$ cat config.mk
export PLATFORM = sky130hd
export DESIGN_NAME = corelet_seq
export DESIGN_NICKNAME = d
export VERILOG_FILES = /design/src/rtl/corelet_seq.sv
export SDC_FILE = /design/constraint.sdc
export NUM_CORES = 1
export LEC_CHECK = 0
export BUFFER_PORTS_ARGS = -buffer_cell sky130_fd_sc_hd__buf_2
export CORE_MARGIN = 8
export CORE_UTILIZATION = 48
export DETAILED_ROUTE_END_ITERATION = 6
export GPL_ROUTABILITY_DRIVEN = 0
export GPL_TIMING_DRIVEN = 0
export PLACE_DENSITY = 0.88
export REMOVE_ABC_BUFFERS = 1
export SLEW_MARGIN = 15
export SYNTH_ARGS = -nofsm -noshare
export SYNTH_HDL_FRONTEND = slang
export SYNTH_SLANG_ARGS = --single-unit
$ cat constraint.sdc
create_clock -name clk -period 2.3 [get_ports clk]
set_clock_uncertainty 0.15 [all_clocks]
set_input_delay 0 -clock clk [delete_from_list [all_inputs] [get_ports clk]]
set_output_delay 0 -clock clk [all_outputs]
set_load 0.01 [all_outputs]
$ cat src/rtl/corelet_seq.sv
// corelet_seq: pass sequencer for the corelet. It walks each kernel position
// through weight load, array settle, execute and drain, and decodes the
// 35-bit corelet instruction word from state, counters and handshake inputs.
// Ports:
//   clk, reset (async, active-low)
//   start, mode
//   l0_wr_req, l0_ready, l0_full
//   ofifo_valid, ofifo_full
//   inst[34:0], busy, done, kij_idx, err
//   stall_cnt[15:0] (only with CORELET_SEQ_PERF_EN)
// Build option: define CORELET_SEQ_PERF_EN to add the stall_cnt counter.
module corelet_seq #(
   parameter int ROW  = 8,
   parameter int COL  = 8,
   parameter int KIJ  = 9,
   parameter int NPIX = 16
) (
   input  logic                 clk,
   input  logic                 reset,
   input  logic                 start,
   input  logic                 mode,
   input  logic                 l0_wr_req,
   input  logic                 l0_ready,
   input  logic                 l0_full,
   input  logic                 ofifo_valid,
   input  logic                 ofifo_full,
   output logic [34:0]          inst,
   output logic                 busy,
   output logic                 done,
   output logic [$clog2(KIJ):0] kij_idx,
   output logic                 err
`ifdef CORELET_SEQ_PERF_EN
   ,
   output logic [15:0]          stall_cnt
`endif
);

   localparam int KW = $clog2(KIJ) + 1;
   localparam int CW = $clog2(ROW + COL + NPIX) + 1;

   localparam logic [CW-1:0] ROW_LAST = CW'(ROW - 1);
   localparam logic [CW-1:0] SET_LAST = CW'(ROW + COL - 2);
   localparam logic [CW-1:0] PIX_LAST = CW'(NPIX - 1);
   localparam logic [KW-1:0] KIJ_LAST = KW'(KIJ - 1);

   typedef enum logic [2:0] {
      S_IDLE,
      S_LOAD,
      S_SETTLE,
      S_EXEC,
      S_DRAIN,
      S_DONE
   } state_e;

   state_e        state_q, state_d;
   logic [CW-1:0] cnt_q, cnt_d;
   logic [KW-1:0] kij_q, kij_d;
   logic          mode_q, mode_d;
   logic          err_q, err_d;

   always_ff @(posedge clk or negedge reset) begin
      if (!reset) begin
         state_q <= S_IDLE;
         cnt_q   <= '0;
         kij_q   <= '0;
         mode_q  <= 1'b0;
         err_q   <= 1'b0;
      end else begin
         state_q <= state_d;
         cnt_q   <= cnt_d;
         kij_q   <= kij_d;
         mode_q  <= mode_d;
         err_q   <= err_d;
      end
   end

   always_comb begin
      state_d = state_q;
      cnt_d   = cnt_q;
      kij_d   = kij_q;
      mode_d  = mode_q;
      err_d   = err_q;
      unique case (state_q)
         S_IDLE: begin
            if (start) begin
               mode_d  = mode;
               kij_d   = '0;
               cnt_d   = '0;
               state_d = mode ? S_EXEC : S_LOAD;
            end
         end
         S_LOAD: begin
            // only cycles that actually move a row count toward ROW
            if (l0_ready) begin
               if (cnt_q == ROW_LAST) begin
                  cnt_d   = '0;
                  state_d = S_SETTLE;
               end else begin
                  cnt_d = cnt_q + CW'(1);
               end
            end
         end
         S_SETTLE: begin
            if (cnt_q == SET_LAST) begin
               cnt_d   = '0;
               state_d = S_EXEC;
            end else begin
               cnt_d = cnt_q + CW'(1);
            end
         end
         S_EXEC: begin
            if (l0_ready) begin
               // psums pushed into a full OFIFO are lost; flag, keep going
               if (ofifo_full) err_d = 1'b1;
               if (cnt_q == PIX_LAST) begin
                  cnt_d   = '0;
                  state_d = S_DRAIN;
               end else begin
                  cnt_d = cnt_q + CW'(1);
               end
            end
         end
         S_DRAIN: begin
            if (ofifo_valid) begin
               if (cnt_q == PIX_LAST) begin
                  cnt_d = '0;
                  if (kij_q == KIJ_LAST) begin
                     state_d = S_DONE;
                  end else begin
                     kij_d   = kij_q + KW'(1);
                     state_d = mode_q ? S_EXEC : S_LOAD;
                  end
               end else begin
                  cnt_d = cnt_q + CW'(1);
               end
            end
         end
         S_DONE:  state_d = S_IDLE;
         default: state_d = S_IDLE;
      endcase
   end

   always_comb begin
      inst = '0;
      busy = (state_q != S_IDLE);
      done = (state_q == S_DONE);
      // gated by reset so inst reads all-zero while reset is held
      inst[2]  = reset & l0_wr_req & ~l0_full;
      inst[34] = busy & mode_q;
      unique case (state_q)
         S_LOAD: begin
            inst[1:0] = 2'b01;
            inst[3]   = l0_ready;
         end
         S_EXEC: begin
            if (l0_ready) begin
               inst[1:0] = 2'b10;
               inst[3]   = 1'b1;
            end
         end
         S_DRAIN: begin
            inst[6]  = ofifo_valid;
            inst[33] = ofifo_valid;
         end
         default: ;
      endcase
   end

   assign kij_idx = kij_q;
   assign err     = err_q;

`ifdef CORELET_SEQ_PERF_EN
   logic [15:0] stall_q, stall_d;

   always_ff @(posedge clk or negedge reset) begin
      if (!reset) stall_q <= '0;
      else        stall_q <= stall_d;
   end

   always_comb begin
      stall_d = stall_q;
      if (state_q == S_IDLE && start) begin
         stall_d = '0;
      end else if ((state_q == S_LOAD || state_q == S_EXEC) &&
                   !l0_ready && stall_q != 16'hFFFF) begin
         stall_d = stall_q + 16'd1;
      end
   end

   assign stall_cnt = stall_q;
`endif

endmodule

**Yosys cells after proc, flatten, opt, wreduce, memory -nomap -nowiden**

Index checks and enable logic that the tools add are counted.

- Equal/unequal tests: 18
- Bitwise gates (word level): 4
- Muxes and demuxes: 30
- Reductions and logical operators: 9
- $add $sub $neg: 2

Operator list:

| cell | number |
|---|---|
| 6-bit 2-to-1 mux | 7 |
| 6-bit case mux with 5 select lines | 1 |
| 3-bit 2-to-1 mux | 9 |
| 5-bit 2-to-1 mux | 4 |
| 2-bit != test, second input constant | 9 |
| 3-bit case mux with 5 select lines | 1 |
| 6-bit by 4-bit equality test with 1-bit output, second input constant | 2 |
| 5-bit case mux with 2 select lines | 1 |
| 5-bit AND reduction | 2 |
| 8-bit AND reduction | 1 |
| 6-bit by 1-bit adder with 6-bit output, second input constant | 1 |
| 3-bit by 2-bit equality test with 1-bit output, second input constant | 2 |
| 3-bit equality test, second input constant | 2 |
| 6-bit by 3-bit equality test with 1-bit output, second input constant | 1 |
| 2-bit 2-to-1 mux | 3 |
| 5-bit by 1-bit adder with 5-bit output, second input constant | 1 |
| 5-bit by 4-bit equality test with 1-bit output, second input constant | 1 |
| 5-bit nonzero test | 1 |
| 2-bit case mux with 2 select lines | 1 |
| 1-bit AND | 3 |
| 3-bit by 1-bit equality test with 1-bit output, second input constant | 1 |
| 3-bit zero test | 1 |
| 3-bit AND reduction | 1 |
| 3-bit nonzero test | 1 |
| 5 further kinds | 6 |

- Logic and storage cells: 68
- Bits in registers: 16
- Input port bits: 9

**Depth between registers and ports, before layout**

- Word-level depth: 5
- Gate-level depth with buffers: 8
- Depth with buffers taken out: 7

**Least setup slack after synthesis**

Ideal clock, no wire load.

- Path kind: register -> register
- Start point: register cnt_q[0]
- End point: register cnt_q[5]
- Arrival time: 1.766 ns
- Slack: 0.307 ns
- Data required time: 2.074 ns
- Library setup time: 0.076 ns
- Buffers on the path: 1
- Stages on the path, launching flop included: 8
- Cells stage by stage: dfrtp_1 ha_1 mux2_2 a21boi_2 or3_1 buf_4 or4b_1 o21ai_1

- Longest elaborated chain between the ends: 4
- Elaborated cells between the ends (all ways): 11

Ends and longest elaborated chain:

| item | line | RTL |
|---|---|---|
| from (decl) | 56 | `logic [CW-1:0] cnt_q, cnt_d;` |
| from (signal assigned) | 70 | `cnt_q <= cnt_d;` |
| 6-bit by 1-bit adder with 6-bit output (tied with other cells) | n/a |  |
| 6-bit 2-to-1 mux, on equally long branches | 115, 125, 95 |  |
| 6-bit 2-to-1 mux, on equally long branches | 124, 112, 94 |  |
| 6-bit case mux with 5 select lines * | 83 | `unique case (state_q)` |

Mark *: on every way between the ends. The rest lies on a longest branch, timed or not. The select of a mux whose other input is x is not followed.
A chain may end at the register's enable or synchronous reset.

**Worst setup path after layout**

Ends and elaborated chain as after synthesis.

==> impl_metrics.toml <==
[global_route]
track_usage_pct = 11.35
antenna_found_initial = 0
grt_pass1_wl_um = 4153
grt_max_degree = 18
grt-busiest-layer = "met2"
overflow = 0
grt_pass1_vias = 966
use_met3_pct = 3.877
grt.met2_usage_pct = 19.98
use_met1_pct = 13.11

[yosys]
synth_flop_cell = "dfrtp_1"
syn_area_per_cell_um2 = 8.970
async_flop_share_pct = 100.0
seq_area_frac_synth_pct = 30.16
yosys-top-cells-area = "dfrtp_1 (30%), buf_4 (17%), nand2_1 (4.8%), ha_1 (3.8%), nor3b_2 (3.8%)"
ys_ff_latch = 16
synth_top_area_share_pct = 30.16
yosysTopAreaCell = "dfrtp_1"
synth_area_um2 = 1328
ys_types = 46
synthCells = 148
synth_edf_count = 0
yosysWarnings = 0

[clocking]
htreeDepth = 1
cts_tree = "built"
cts_buffers = 3
clock_sinks = 16
root_buffer = "clkbuf_4"
cts_max_path_buffers = 2
cts_setup_buffers = 0
clock_latency_ns = 0.29
cts.clk_slew.worst_paths_ns = 0.10

[die]
io_pins = 52
die_y_um = 68.59
dieArea_um2 = 4705
start_util_pct = 49.42
die_width_um = 68.59
design.core.area_um2 = 2686
rows = 19

[worst_setup_path]
required_ns = 2.38
crit_type = "reg -> reg"
path_max_fanout = 6
path_buf_inv = 0
critical_path.startpoint_type = "flip-flop"
path_cells = "ha_1, mux2_2, a21boi_2, or3_1, or4b_1, o21ai_1"
cp_top_family = "simple AND/OR/NAND/NOR gates"
crit_arrival_ns = 2.22
endpoint_kind = "flip-flop"
slowest_stage = "or4b_1"
crit_path_max_incr_delay_ns = 0.44

[sta]
fmax_ghz = 0.4672
finalSetupViolCount = 0
max-slew-margin-rel_pct = 66.80
finalCriticalPeriod_ns = 2.140
drv_slew = 0
hold_viol = 16
fin_crit_sh_pct = 93.06
worstMarginPinSlew_ns = 0.4964
rsz0062_at_grt = "false"
holdWs_ns = -0.008466
timing.final.ws_setup_ns = 0.1595
setup-tns-final_ns = 0

[finish]
final_area_um2 = 1418
final_util_pct = 52.77
fin_cells = 204
n_antenna_cell = 0
area_growth_pct = 6.786
nFillCells = 260
final_nets = 187
drive_above_1_share_pct = 20.81

[placed_design]
place_area_um2 = 1314
post-place-ws_ns = 0.07997
place_hpwl_um = 2035
dp_cells = 194
port_buffers = 23

[power_and_ir_drop]
power_leakage_nw = 0.7151
peakVddDrop_mv = 0.9923
finalPower_mw = 1.461
cellPowerDensity_nw_per_um2 = 1030

[detailed_routing]
drcViolationCount = 0
ant_nets = 0
routedWlPerCell_um = 13.09
routed_wl_um = 2671
num_vias = 1009
drt_iter0_drc = 38
dr.pass1.iters = 4
vias_per_cell = 4.946

[worst_hold_path]
hp-class = "in -> async"

[outcome]
violations = "negative hold slack"
status = "complete, but fails checks"

[run]
maxCapViolations = 0
-- synth_stat cells (all sizes together), types with 2 or more instances --
master / instances
dfrtp: 16
xor2: 3
a211oi: 2
and4bb: 2
nor2: 9
a22o: 3
nand2: 17
nor3b: 5
inv: 6
buf: 35
mux2: 4
nand4: 2
nand3: 4
nor3: 3
nor2b: 2
or2: 2
a21o: 2
ha: 4
o21ai: 6
a21oi: 2
-- placed cells by master (no fill, tap or decap), drive strengths merged, types with 2 or more instances in the layout --
cell type,count
nor3,3
buf,23
and4bb,2
dlygate4sd3,6
inv,6
nand3,4
a21oi,2
a211oi,2
nand4,2
mux2,4
a22o,3
a21o,2
nand2,17
ha,4
conb,28
nor2,9
or2,2
dfrtp,16
xor2,3
clkbuf,4
nor3b,5
o21ai,6
nor2b,2
-- final cells by class --
type,count,area (µm²),share of cell area [%]
clock buffer,4,36.28,2.560
inverter,6,22.52,1.589
tap,31,38.79,2.736
sequential,16,400.4,28.24
multi-input combinational,118,744.5,52.52
timing repair buffer,29,175.2,12.36
-- path summary, 6_finish.rpt --
| kind | startpoint | to | slack (ns) | cells after the start |
|---|---|---|---|---|
| worst max-delay path | cnt_q[0]$_DFFE_PN0P_ | cnt_q[5]$_DFFE_PN0P_ | 0.16 | 6 |
| worst min-delay path | reset | cnt_q[2]$_DFFE_PN0P_ | -0.008 | 2 |
| worst max register to register | cnt_q[0]$_DFFE_PN0P_ | cnt_q[5]$_DFFE_PN0P_ | 0.16 | 6 |
| worst min register to register | err$_DFFE_PN0P_ | err$_DFFE_PN0P_ | 0.32 | 1 |
| max in group asynchronous | reset | mode_q$_DFFE_PN0P_ | 1.74 | 2 |
| min in group clk | l0_full | inst[2] | 0.08 | 3 |
-- layer usage --
layer  share of wire, %  wire length, µm
met2                 50             1344
met1                 42             1116
met3                7.9              210
met5                  0                0
met4                  0                0
-- cell families (layout without fill, tap and decap cells) --
kind of cell | count (synthesis) | in the layout | share of synthesized area (%)
compound gates | 22 | 22 | 12.35
xor+xnor | 3 | 3 | 1.980
fa+ha+maj | 4 | 4 | 3.770
buf+inv | 41 | 39 | 21.96
flops | 16 | 16 | 30.16
mux | 5 | 5 | 4.147
other cells | 1 | 28 | 0.2825
simple gates | 56 | 56 | 25.35
-- flip-flops by register name, indices dropped and copies added (netlist names) --
signal / count
cnt_q: 6
kij_idx: 5
state_q: 3
err: 1
mode_q: 1
-- power by group --
part           switching (mW)  internal, mW
clock                  0.0961        0.0965
combinational           0.394         0.352
sequential              0.153         0.368
-- what timing repair did --
item	CTS	global route
hold endpoints to repair	24	1
setup endpoints to repair	0	1
gates resized for setup	0	1
hold buffers	5	1
-- worst register-to-register path, cell delays in order (launching register included) --
cell and delay (ns):
dfrtp_1 0.43, ha_1 0.28, mux2_2 0.30, a21boi_2 0.15
or3_1 0.24, or4b_1 0.45, o21ai_1 0.08
No activity file was read; power rests on OpenSTA's default activity.
